### config.mk
export PLATFORM = sky130hd
export DESIGN_NAME = fetch_stage
export DESIGN_NICKNAME = d
export VERILOG_FILES = /design/src/rtl/fetch_stage.sv
export SDC_FILE = /design/constraint.sdc
export NUM_CORES = 1
export LEC_CHECK = 0
export BUFFER_PORTS_ARGS = -buffer_cell sky130_fd_sc_hd__buf_2
export CORE_UTILIZATION = 45
export DETAILED_ROUTE_END_ITERATION = 10
export PLACE_DENSITY_LB_ADDON = 0.05
export SLEW_MARGIN = 40
export SYNTH_ARGS = -nofsm -noshare
export SYNTH_HDL_FRONTEND = slang
export SYNTH_SLANG_ARGS = --single-unit
### constraint.sdc
create_clock -name CLK -period 1.9 [get_ports CLK]
set_input_delay 0.38 -clock CLK [delete_from_list [all_inputs] [get_ports CLK]]
set_output_delay 0.38 -clock CLK [all_outputs]
set_load 0.02 [all_outputs]
### src/rtl/fetch_stage.sv
// fetch_stage: instruction fetch plus IF/ID latch; a word returned during a stall is held in HOLD.
// Optional FETCH_STAT_EN adds the stall_cnt / flush_cnt statistics outputs.
module fetch_stage #(
    parameter logic [31:0] PC_INIT  = 32'h0000_0000,
    parameter logic [31:0] NOP_WORD = 32'h0000_0000
) (
    input  logic        CLK,
    input  logic        nRST,
    input  logic        pc_en,
    input  logic        flushed1,
    input  logic        id_en1,
    input  logic [1:0]  pc_src,
    input  logic [31:0] branch_target,
    input  logic [31:0] jump_target,
    input  logic [31:0] jr_target,
    input  logic        ihit,
    input  logic [31:0] iload,
    output logic        imemREN,
    output logic [31:0] imemaddr,
    output logic [31:0] if_id_instr,
    output logic [31:0] if_id_npc,
    output logic        if_id_valid,
    output logic        halted
`ifdef FETCH_STAT_EN
   ,output logic [31:0] stall_cnt,
    output logic [31:0] flush_cnt
`endif
);
    typedef enum logic [1:0] {FETCH, HOLD, HALT} state_t;
    state_t      state, state_nx;
    logic [31:0] pc, pc_nx, wbuf, wbuf_nx, word, target, pc_plus4;
    logic        avail, adv, redirect;
    assign avail    = (state == FETCH && ihit) || state == HOLD;
    assign word     = state == HOLD ? wbuf : iload;
    assign adv      = avail && pc_en && id_en1 && !flushed1;
    assign redirect = pc_en && pc_src != 2'd0 && flushed1;
    assign target   = pc_src == 2'd1 ? branch_target : pc_src == 2'd2 ? jump_target : jr_target;
    assign pc_plus4 = pc + 32'd4;
    assign imemREN  = nRST && state == FETCH;
    assign imemaddr = pc;
    assign halted   = state == HALT;
    always_ff @(posedge CLK or negedge nRST) begin
        if (!nRST) begin
            state <= FETCH;
            pc    <= PC_INIT;
            wbuf  <= 32'd0;
        end else begin
            state <= state_nx;
            pc    <= pc_nx;
            wbuf  <= wbuf_nx;
        end
    end
    // Redirect beats everything and is the only way out of HALT.
    always_comb begin
        state_nx = state;
        pc_nx    = pc;
        wbuf_nx  = wbuf;
        if (redirect) begin
            state_nx = FETCH;
            pc_nx    = target;
        end else if (adv) begin
            state_nx = word[31:26] == 6'h3f ? HALT : FETCH;
            pc_nx    = pc_src == 2'd0 ? pc_plus4 : target;
        end else if (flushed1) begin
            state_nx = state == HALT ? HALT : FETCH;
            pc_nx    = pc_en && avail ? pc_plus4 : pc;
        end else if (state == FETCH && ihit) begin
            state_nx = HOLD;
            wbuf_nx  = iload;
        end
    end
    always_ff @(posedge CLK or negedge nRST) begin
        if (!nRST) begin
            if_id_instr <= NOP_WORD;
            if_id_npc   <= 32'd0;
            if_id_valid <= 1'b0;
        end else if (flushed1) begin
            if_id_instr <= NOP_WORD;
            if_id_npc   <= 32'd0;
            if_id_valid <= 1'b0;
        end else if (id_en1) begin
            if_id_valid <= adv;
            if (adv) begin
                if_id_instr <= word;
                if_id_npc   <= pc_plus4;
            end
        end
    end
`ifdef FETCH_STAT_EN
    always_ff @(posedge CLK or negedge nRST) begin
        if (!nRST) begin
            stall_cnt <= 32'd0;
            flush_cnt <= 32'd0;
        end else begin
            if (state != HALT && !adv && !flushed1) stall_cnt <= stall_cnt + 32'd1;
            if (flushed1) flush_cnt <= flush_cnt + 32'd1;
        end
    end
`endif
endmodule
* Word-level counts from Yosys, hierarchy flattened
Index checks and enable logic that the tools add are counted.
Cells by class: multipliers 0, mux-type cells 22, shifts and indexed selects 0, bitwise logic cells 3, divide/modulo/power cells 0, $lt $le $gt $ge 0, reduce and logical (&&, ||, !) cells 20, equal/unequal tests 5, add/subtract/negate cells 1
Operators with widths (number):
- 2-to-1 mux 32 bit | 14
- adder 32 x 3 -> 32 bit (second input constant) | 1
- 2-to-1 mux 2 bit | 6
- logical AND 1 bit | 7
- equality test 6 bit (second input constant) | 1
- nonzero test 2 bit | 3
- nonzero test 3 bit | 2
- equality test 2 x 1 -> 1 bit (second input constant) | 2
- equality test 2 bit (second input constant) | 2
- zero test 2 bit | 2
- AND reduction 2 bit | 2
- AND reduction 4 bit | 1
- nonzero test 4 bit | 1
- inverter 1 bit | 3
- 2-to-1 mux 1 bit | 2
- zero test 1 bit | 1
- logical OR 1 bit | 1
Storage, ports and cells: output and inout port bits 99, bits in latches 0, bits in writable memories 0, bits of input ports 136, word-level logic and storage cells 57, memories kept 0, memory bits (read-only) 0, register bits after elaboration 131

* Depth between registers and ports, before layout
depth after elaboration 9, mapped depth 8, mapped depth without buffers 6

* Worst setup path before layout
OpenSTA, ideal clock, no wires.
kind register to register, start register pc[2], in the netlist imemaddr[2], end register pc[30], in the netlist imemaddr[30], library setup time 99 ps, period minus slack after synthesis 2036 ps, stages on the path, launching flop included 8, data required time 1801 ps, slack -136 ps, arrival time 1937 ps, buffers on the path 1, path through dfrtp_1 > ha_1 > and3_1 > buf_2 > nand4_4 > o41ai_1 > a21oi_1 > a311oi_1
On the way: longest elaborated chain between the ends 5, elaborated cells on any way between the ends 6, those cells by class 1 x add/sub; 5 x mux
RTL lines:
- start, declared | line 31 | logic [31:0] pc, pc_nx, wbuf, wbuf_nx, word, target, pc_plus4;
- start signal, assigned | line 49 | pc <= pc_nx;
- adder 32 x 3 -> 32 bit * | line 38 | assign pc_plus4 = pc + 32'd4;
- 2-to-1 mux 32 bit | line 66 | pc_nx = pc_en && avail ? pc_plus4 : pc;
- 2-to-1 mux 32 bit | line 64 | end else if (flushed1) begin
- 2-to-1 mux 32 bit * | line 61 | end else if (adv) begin
- 2-to-1 mux 32 bit * | line 58 | if (redirect) begin
Mark *: on every way between the ends. The rest lies on a longest branch, timed or not. The select of a mux whose other input is x is not followed. A chain may end at the register's enable or synchronous reset.

* Worst setup path after layout
start register state[1], end register pc[29], in the netlist imemaddr[29]
On the way: longest elaborated chain between the ends 8, elaborated cells on any way between the ends 12, those cells by class 1 x eq/ne; 2 x mux; 9 x reduce/logical
RTL lines:
- start, declared | line 30 | state_t state, state_nx;
- start signal, assigned | line 48 | state <= state_nx;
- zero test 2 bit | line 33 | assign avail = (state == FETCH && ihit) || state == HOLD;
- logical AND 1 bit | line 33
- logical OR 1 bit * | line 33
- logical AND 1 bit * | line 35, 66
- logical AND 1 bit (2 in series) | line 35 | assign adv = avail && pc_en && id_en1 && !flushed1;
- nonzero test 3 bit (no line) / 2-to-1 mux 32 bit (equally long branches)
- AND reduction 2 bit (no line) / 2-to-1 mux 32 bit (equally long branches)
Mark *: on every way between the ends. The rest lies on a longest branch, timed or not.

==> reports/qor.csv <==
stage,metric,value,unit
floorplanning,initial_utilization,46.8,%
synthesis,synthAdderAreaFrac,0.174,%
clocking,cts_sinks,131,
synthesis,synthFlopType,dfrtp_1,
worst_setup_path,arrival,2.15,ns
worst_setup_path,rr_worst_depth,6,
synthesis,ys_seq_area_share,45.6,%
route,final_antenna_net_count,0,
clocking,cts_root_buffer,clkbuf_16,
placed_design,port_buffers,234,
finish,nets,1136,
finish,regArea,3290,um2
route,wl_per_cell,18.3,um
global_route,overflow,0,
route,vias_per_cell,5.52,
floorplanning,die-area,16500,um2
synthesis,synthTopCellsByCount,"dfrtp_1 (131), nor2_1 (121), mux2i_1 (62)",
finish,syn_to_final_growth,36.2,%
global_route,grt_use_met1,36.1,%
synthesis,synthXorXnorAreaFrac,3.41,%
sta,rsz0062_at_grt,true,
clocking,worstSkewPairLatency,0.42,ns
synthesis,synth.distinct_cells,60,
synthesis,yosysTopAreaCell,dfrtp_1,
run_status,status,completed,
route,drt_iter0_drc,320,
global_route,grt_pass1_vias,6727,
floorplanning,num_rows,45,
synthesis,synth_most_common_cell,dfrtp_1,
global_route,gr-usage-all-layers,27.5,%
worst_setup_path,timing.rr.start,state[1]$_DFFE_PN0P_,
synthesis,synth.top_cell.area_share,45.6,%
clocking,cts_max_level,4,
global_route,grt_max_degree,132,
synthesis,synth_edf_count,0,
finish,multi_input_area,3740,um2
worst_setup_path,r2r-end,imemaddr[29]$_DFFE_PN0P_,
finish,instances_no_fill,1223,
worst_setup_path,critPathKind,reg -> reg,
synthesis,ys_top_cells_by_area,"dfrtp_1 (46%), mux2i_1 (8.6%), nor2_1 (6.3%)",
global_route,grt_pass1_wl,34.9,mm
synthesis,async_flop_share,100,%
sta,drv_slew,0,
synthesis,synthCells,731,
floorplanning,die_x,128,um
synthesis,synth_mux_area_share,14.4,%
synthesis,synth_top_family_by_area,compound AO/OA/AOI/OAI gates,
sta,fmax,542,MHz
sta,min_period,1.84,ns
worst_setup_path,worstPathRequired,2.21,ns
route,routed_wl,22.3,mm
placed_design,dp_hpwl,15.7,mm
power_and_ir_drop,cellPowerDensity,997,nW/um2
sta,slew_headroom,64.8,%
synthesis,synthSimpleGateAreaFrac,14.9,%
power_and_ir_drop,peakVddDrop,0.000739,V
sta,hold_viol_final,0,
hold_path,worstHoldStart,iload[8],
hold_path,hold_depth,2,
floorplanning,die_y,128,um
floorplanning,core_area,15400,um2
placed_design,finalWeightedCongestion,0.880,
route,drc,0,
global_route,antenna_found_initial,0,
synthesis,synth.avg_cell_area,9.83,um2
worst_setup_path,endpoint_kind,register,
clocking,cts_tree,yes,
worst_setup_path,reg2reg_slack,0.06,ns
global_route,top_usage_layer,met2,
placed_design,place_inst,1181,
sta,setup_viol,0,
worst_setup_path,path_max_fanout,9,
job,cap_viol_max_count,0,
clocking,cts_max_path_buffers,2,
hold_path,hold_end,wbuf[8]$_DFFE_PN0P_,
finish,drive_above_1_share,42.3,%
power_and_ir_drop,total_power,9.76,mW
route,firstDrtPassIters,4,
floorplanning,io_pins,235,
synthesis,ys_seq_elements,131,
synthesis,synth-compound-area-share,17.4,%
clocking,cts_buffers,17,
worst_setup_path,startpoint_type,register,
route,num_vias,6757,
sta,worst_pin_slew,0.528,ns
global_route,use_met2,44.9,%
sta,fin_skew,0.0116,ns
clocking,clkSlewWorstSetupHoldPaths,0.06,ns
global_route,use_met3,5.24,%
hold_path,hold_path.class,in -> reg,
sta,min_period_over_period,97.1,%
power_and_ir_drop,leakage,4.53,nW
finish,antenna_cells,0,
finish,fill_cells,1328,
synthesis,synthesis.nets,868,
synthesis,synth.cell_area,7190,um2
synthesis,ys.warnings.count,0,
==> worst max-delay path, stage by stage (launching register included) <==
cell and delay, ns:
dfrtp_1 0.39, o21bai_1 0.21, buf_4 0.17, nor4_4 0.33
buf_2 0.31, a21oi_1 0.11, o21ba_2 0.21
==> timing repair <==
action                                 CTS  global route
gates cloned                             0             2
setup endpoints to repair                1            39
hold buffers                             0             1
endpoints found under the hold margin    0            28
gates resized for setup                  1            18
pin swaps                                0             8
buffers inserted                         0             6
==> registers in the layout, summed over array words and instances (netlist names) <==
name,count
imemaddr,32
if_id_valid,1
wbuf,32
if_id_instr,32
state,2
if_id_npc,32
==> area by class of cell <==
type / count / area share (%)
Clock inverter: 12 / 1.34
Clock buffer: 20 / 4.67
Multi-Input combinational cell: 534 / 38.2
Timing Repair Buffer: 307 / 19.1
Tap cell: 211 / 2.70
Sequential cell: 131 / 33.6
Inverter: 8 / 0.307
==> through the flow <==
| step | setup WS (ns) | util (%) | area [um2] | hold slack (ns) | setup TNS, ns |
|---|---|---|---|---|---|
| after floorplan | -0.0188 | - | 7220 | 0.0844 | -0.565 |
| after global placement | 0.00733 | 58.5 | 8990 | 0.489 | 0 |
| after detailed placement | -0.0299 | 58.5 | 8990 | 0.496 | -0.0398 |
| after CTS | 0.00537 | 62.3 | 9580 | 0.142 | 0 |
| after global routing | -0.0768 | 63.7 | 9790 | 0.200 | -0.251 |
| final | 0.0558 | 63.7 | 9790 | 0.211 | 0 |
==> where the power goes <==
part           total [mW]  switching (mW)  internal (mW)
Combinational        2.98            1.70           1.28
Clock                3.24            1.24           2.00
Sequential           3.54           0.311           3.23
==> per-layer routing <==
layer / share of wire [%] / vias up / routed length (um)
met1: 45 / 3295 / 9970
met3: 5.1 / 41 / 1150
met4: 2.7 / 0 / 607
met2: 47 / 221 / 10600
li1: - / 3200 / -
met5: 0 / - / 0
==> cell families after synthesis <==
| logic type | after synthesis |
|---|---|
| buffers and inverters | 66 |
| DFF | 131 |
| xor gates and xnor gates | 28 |
| and+or+nand+nor | 222 |
| AOI/OAI and AO/OA | 184 |
| adders and majority gates | 1 |
| muxes | 99 |
==> cells in the final DEF, fill, tap and decap left out, types with 3 or more instances in the layout <==
cell type	netlist	routed
buf_2	21	234
nor2_1	121	121
dfrtp_1	131	120
mux2i_1	62	62
buf_4	3	60
a211oi_1	59	57
a21oi_1	57	57
mux2_2	37	37
nand2_1	27	27
o21ai_0	19	19
clkbuf_16	0	18
xnor2_1	17	17
nand3_1	19	14
xor2_1	11	11
dfrtp_2	0	11
inv_1	8	8
and3_1	8	7
nor3_1	9	7
a311oi_1	7	7
a211o_1	7	7
buf_12	0	7
nand4_1	6	6
o22ai_1	6	6
nand3_2	0	5
o21ba_2	4	4
nor4_2	2	4
a211oi_2	2	4
nand2b_1	4	4
clkinvlp_4	0	4
and2_1	3	3
and4_4	1	3
o31ai_1	3	3
clkinv_2	0	3
==> how the worst max path moves through the flow <==
| stage | start | to | slack (ns) | depth (start not counted) |
|---|---|---|---|---|
| finish | state[1]$_DFFE_PN0P_ | imemaddr[29]$_DFFE_PN0P_ | 0.06 | 6 |
| global route | imemaddr[7]$_DFFE_PN0P_ | imemaddr[30]$_DFFE_PN0P_ | -0.08 | 6 |
| CTS | imemaddr[2]$_DFFE_PN0P_ | imemaddr[30]$_DFFE_PN0P_ | 0.005 | 6 |
| detailed placement | pc_src[1] | imemaddr[30]$_DFFE_PN0P_ | -0.03 | 7 |
| global placement | pc_src[1] | imemaddr[29]$_DFFE_PN0P_ | 0.007 | 7 |
| floorplan | state[0]$_DFFE_PN0P_ | wbuf[10]$_DFFE_PN0P_ | -0.02 | 7 |
(Power assumes the default switching activity.)
